## config.mk

```make
export PLATFORM = sky130hd
export DESIGN_NAME = bus_if_arbiter
export DESIGN_NICKNAME = d
export VERILOG_FILES = /design/src/rtl/bus_arb_pkg.sv /design/src/rtl/bus_if_arbiter_rr_pick.sv /design/src/rtl/bus_if_arbiter.sv
export SDC_FILE = /design/constraint.sdc
export NUM_CORES = 1
export LEC_CHECK = 0
export CAP_MARGIN = 0
export CORE_MARGIN = 2
export CORE_UTILIZATION = 40
export DETAILED_ROUTE_END_ITERATION = 10
export PLACE_DENSITY = 0.78
export SYNTH_ARGS = -nofsm -noshare
export SYNTH_HDL_FRONTEND = slang
export SYNTH_SLANG_ARGS = --single-unit
```

## constraint.sdc

```tcl
create_clock -name clk -period 5.6 [get_ports clk]
set_input_delay 0.84 -clock clk [delete_from_list [all_inputs] [get_ports clk]]
set_output_delay 0.84 -clock clk [all_outputs]
set_load 0.005 [all_outputs]
```

## src/rtl/bus_arb_pkg.sv

```systemverilog
// Shared types for the round-robin bus_if arbiter: the byte-wide beat type
// and the two-state arbitration FSM encoding.
package bus_arb_pkg;

  typedef logic [7:0] byte_t;

  typedef enum logic {
    IDLE = 1'b0,
    BUSY = 1'b1
  } arb_state_e;

endpackage

```

## src/rtl/bus_if_arbiter_rr_pick.sv

```systemverilog
// Combinational round-robin picker: first set request at or after ptr_i,
// wrapping from NUM_REQ-1 back to 0.
module rr_pick #(
  parameter int NUM_REQ = 4,
  localparam int IW = $clog2(NUM_REQ)
) (
  input  logic [NUM_REQ-1:0] req_i,
  input  logic [IW-1:0]      ptr_i,
  output logic [NUM_REQ-1:0] gnt_o,
  output logic [IW-1:0]      idx_o,
  output logic               any_o
);

  logic found;
  int   j;

  always_comb begin
    gnt_o = '0;
    idx_o = '0;
    any_o = |req_i;
    found = 1'b0;
    j     = 0;
    for (int i = 0; i < NUM_REQ; i++) begin
      j = int'(ptr_i) + i;
      if (j >= NUM_REQ) j = j - NUM_REQ;
      if (!found && req_i[j]) begin
        found    = 1'b1;
        gnt_o[j] = 1'b1;
        idx_o    = IW'(j);
      end
    end
  end

endmodule

```

## src/rtl/bus_if_arbiter.sv

```systemverilog
// Round-robin arbiter sharing one byte-wide bus_if channel among NUM_REQ
// requesters with a per-grant burst limit. Optional BUS_ARB_LOCK_EN adds lock_i.
module bus_if_arbiter
  import bus_arb_pkg::*;
#(
  parameter int NUM_REQ   = 4,
  parameter int MAX_BEATS = 16,
  localparam int IW = $clog2(NUM_REQ),
  localparam int CW = $clog2(MAX_BEATS + 1)
) (
  input  logic                  clk,
  input  logic                  rst,
  input  logic [NUM_REQ-1:0]    req_i,
  input  byte_t [NUM_REQ-1:0]   req_data_i,
`ifdef BUS_ARB_LOCK_EN
  input  logic [NUM_REQ-1:0]    lock_i,
`endif
  output logic [NUM_REQ-1:0]    gnt_o,
  output logic                  bus_valid_o,
  output byte_t                 bus_data_o,
  input  logic                  bus_ready_i,
  output logic [IW-1:0]         bus_owner_o
);

  arb_state_e         state_q, state_d;
  logic [NUM_REQ-1:0] gnt_q, gnt_d;
  logic [IW-1:0]      owner_q, owner_d;
  logic [IW-1:0]      rr_ptr_q, rr_ptr_d;
  logic [CW-1:0]      beat_cnt_q, beat_cnt_d;

  logic [NUM_REQ-1:0] pick_gnt;
  logic [IW-1:0]      pick_idx;
  logic               pick_any;

  logic               beat_acc;
  logic               locked;
  logic               limit_hit;
  logic [CW-1:0]      cnt_inc;
  logic [IW-1:0]      next_ptr;

  rr_pick #(.NUM_REQ(NUM_REQ)) u_rr_pick (
    .req_i (req_i),
    .ptr_i (rr_ptr_q),
    .gnt_o (pick_gnt),
    .idx_o (pick_idx),
    .any_o (pick_any)
  );

  // Output mux is driven purely by the registered owner.
  always_comb begin
    bus_valid_o = 1'b0;
    bus_data_o  = 8'h00;
    if (state_q == BUSY) begin
      bus_valid_o = req_i[owner_q];
      bus_data_o  = req_data_i[owner_q];
    end
  end

`ifdef BUS_ARB_LOCK_EN
  assign locked = lock_i[owner_q];
`else
  assign locked = 1'b0;
`endif

  always_comb begin
    beat_acc  = bus_valid_o && bus_ready_i;
    cnt_inc   = (beat_cnt_q == CW'(MAX_BEATS)) ? beat_cnt_q : beat_cnt_q + CW'(1);
    limit_hit = beat_acc && (cnt_inc == CW'(MAX_BEATS)) && !locked;
    next_ptr  = (owner_q == IW'(NUM_REQ - 1)) ? '0 : owner_q + IW'(1);
  end

  always_comb begin
    state_d    = state_q;
    gnt_d      = gnt_q;
    owner_d    = owner_q;
    rr_ptr_d   = rr_ptr_q;
    beat_cnt_d = beat_cnt_q;
    case (state_q)
      IDLE: begin
        if (pick_any) begin
          gnt_d      = pick_gnt;
          owner_d    = pick_idx;
          beat_cnt_d = '0;
          state_d    = BUSY;
        end
      end
      BUSY: begin
        // A dropped request or a full burst hands the bus on after one idle cycle.
        if (!req_i[owner_q] || limit_hit) begin
          gnt_d      = '0;
          beat_cnt_d = '0;
          rr_ptr_d   = next_ptr;
          state_d    = IDLE;
        end else if (beat_acc) begin
          beat_cnt_d = cnt_inc;
        end
      end
      default: state_d = IDLE;
    endcase
  end

  always_ff @(posedge clk) begin
    if (rst) begin
      state_q    <= IDLE;
      gnt_q      <= '0;
      owner_q    <= '0;
      rr_ptr_q   <= '0;
      beat_cnt_q <= '0;
    end else begin
      state_q    <= state_d;
      gnt_q      <= gnt_d;
      owner_q    <= owner_d;
      rr_ptr_q   <= rr_ptr_d;
      beat_cnt_q <= beat_cnt_d;
    end
  end

  assign gnt_o       = gnt_q;
  assign bus_owner_o = owner_q;

`ifndef SYNTHESIS
  // A stalled owner must keep its request up and its byte steady.
  a_stall_stable: assert property (@(posedge clk) disable iff (rst)
    (state_q == BUSY && bus_valid_o && !bus_ready_i)
      |=> (req_i[owner_q] && bus_data_o == $past(bus_data_o)));
`endif

endmodule
```

==> results.json <==
{
  "slowest_delay_ns": 0.57,
  "grt_pass1_vias": 1268,
  "setup_violations": 0,
  "synth_cells": 150,
  "cts_sinks": 14,
  "ys.warnings.count": 0,
  "syn2layout_area_growth_pct": 41.89,
  "finalNetCount": 247,
  "dp_slack_ns": 2.199,
  "skew_ns": 0.007751,
  "cts_setup_buffers": 0,
  "dieArea_um2": 3896,
  "max_freq_mhz": 293.4,
  "synth_edf_count": 0,
  "die_width_um": 62.42,
  "drt-total-wl_um": 3579,
  "hold_class": "flop to flop",
  "ys_ff_latch": 14,
  "finalSetupTns_ns": 0,
  "cp_top_family": "buffers and inverters",
  "cts_resized": 0,
  "p_clk_share_pct": 20.3,
  "fin_crit_ns": 3.408,
  "cts-buffers-inserted": 3,
  "grt-ovfl-total": 0,
  "rsz0062_at_grt": "false",
  "initial_core_util_pct": 41.23,
  "cp_data_required_time_ns": 4.76,
  "boundaryPins": 54,
  "antenna_found_initial": 0,
  "die_h_um": 62.42,
  "synth_cell_type_count": 42,
  "critPathLaunchType": "input pin",
  "cp_num_buf_inv": 3,
  "pwr-share-comb_pct": 45.2,
  "worst_slack_ns": 2.192,
  "maxSlewViolCount": 0,
  "async_flop_share_pct": 0,
  "drc": 0,
  "synth_top_flop_cell": "dfxtp_1",
  "clock_path_buffers": 2,
  "synth.avg_cell_area_um2": 9.100,
  "final_core_util_pct": 58.50,
  "vias": 1351,
  "syn-cell-area_um2": 1365,
  "ys_seq_area_share_pct": 20.53,
  "crit_fanout": 9,
  "power_mw": 0.3713,
  "cp-end-kind": "output pin",
  "yosys-top-cells-count": "dfxtp_1, nand2_1, nor2_1, mux4_2, and2_1",
  "power.switching_mw": 0.1202,
  "ir_drop_uv": 69.72,
  "track_usage_pct": 18.54,
  "switching_share_pct": 32.38,
  "grt_first_pass_wirelength_um": 5934,
  "min_period_over_period_pct": 60.85,
  "slew_headroom_pct": 52.95,
  "drive_above_1_share_pct": 9.500,
  "post_drt_wl_per_cell_um": 14.55,
  "hpwl_um": 2879,
  "internal-power_mw": 0.2511,
  "place.gp.congestion": 0.8293,
  "status": "completed",
  "fin_area_um2": 1937,
  "tightest_slew_ns": 0.7048,
  "antenna_cells": 0,
  "ant_nets": 0,
  "synth.top_cell.area_share_pct": 20.53,
  "cts-root-buf": "clkbuf_4",
  "htreeDepth": 1,
  "grt_max_degree": 16,
  "portBuffers": 53,
  "clk_pin_slew_ns": 0.10,
  "crit_top_cell": "clkdlybuf4s50_1",
  "core_area_um2": 3311,
  "slowest_stage": "mux4_2",
  "path_cells": "clkdlybuf4s50_1 -> mux4_2 -> nand2_1 -> inv_1 -> clkdlybuf4s50_1",
  "synth_nets": 196,
  "p_leak_nw": 0.6667,
  "worstSetupPathType": "input pin to output pin",
  "clock_latency_ns": 0.29,
  "rows": 21,
  "synth_top_cell_by_area": "dfxtp_1",
  "powerDensity_nw_per_um2": 191.7,
  "postCtsHoldBufs": 0,
  "critPathArrivalTime_ns": 2.57,
  "drtPass1Iterations": 4,
  "avgViaCountPerCell": 5.492,
  "ys_top_cells_by_area": "dfxtp_1, mux4_2, ha_1, and2_1, nand2_1",
  "cap_violations": 0,
  "cts_tree": "done",
  "power_frac_seq_pct": 34.5,
  "final-hold-violation-count": 0,
  "placed_cell_area_um2": 1901,
  "drtIter0Drc": 92
}
[registers in the layout, summed over array words and instances, names as in the netlist]
register     flops
beat_cnt_q       5
gnt_o            4
bus_owner_o      2
rr_ptr_q         2
state_q          1
[worst min-delay path: cells and delay by family (launching register included)]
family          cells  cell delay (ns)
flops               1             0.32
buf+inv             1             0.05
compound gates      1             0.05
[area by class of cell]
class                   instances  area (µm²)
well taps                      46       57.56
flip-flops and latches         14       280.3
clock buffers                   4       36.28
multi-input cells             120       998.5
inverters                       9       33.78
repair buffers                 53       530.5
fillers                       326        1374
[cell families (layout without fill, tap and decap cells)]
family          after synthesis  after routing  share of synthesized area, %
simple gates                 60             60                         23.19
compound gates               34             34                         18.52
mux                          16             16                         23.10
buf+inv                      16             66                         6.324
flops                        14             14                         20.53
fa+ha+maj                     7              7                         6.416
xor+xnor                      3              3                         1.925
[routing by layer]
| metal | vias to the layer above | track usage (%) | routed length [µm] |
|---|---|---|---|
| met5 | - | 0 | 0 |
| met4 | 0 | 5.556 | 12 |
| met3 | 2 | 2.162 | 113 |
| met2 | 33 | 34.41 | 1984 |
| met1 | 648 | 22.30 | 1468 |
| li1 | 668 | - | - |
[path summary, 6_finish.rpt]
path	endpoint	slack, ns	cells after the start	startpoint
max	bus_valid_o	2.19	5	req_i[3]
max reg2reg	bus_owner_o[1]	2.53	7	rr_ptr_q[0]
min reg2reg	gnt_o[2]	0.46	2	gnt_o[2]
min	gnt_o[2]	0.46	2	gnt_o[2]
[power by group through the flow]
stage	sequential, mW	clock, mW	combinational (mW)
after CTS	0.129	0.0744	0.168
final	0.128	0.0755	0.168
after global placement	0.130	0	0.162
after floorplan	0.117	0	0.114
after global routing	0.131	0.0784	0.182
after detailed placement	0.131	0	0.168
[cells in the final DEF, fill, tap and decap left out, drive strengths merged, types with 4 or more instances in the layout]
master         netlist  final
ha                   7      7
and2                10     10
clkbuf               2      4
nand2b               4      4
o22ai                4      4
dfxtp               14     14
o21ai                7      7
nand2               14     14
a221oi               4      4
clkdlybuf4s50        0     53
a21oi                7      7
nor2b                4      4
mux4                12     12
inv                  9      9
nor2                12     12
[through the flow]
stage | std cells | hold slack, ns
detailed placement | 242 | 0.4470
CTS | 246 | 0.4601
finish | 246 | 0.4574
global placement | 242 | 0.4422
floorplan | 150 | 0.4454
global route | 246 | 0.5011
No activity file was read; power rests on OpenSTA's default activity.
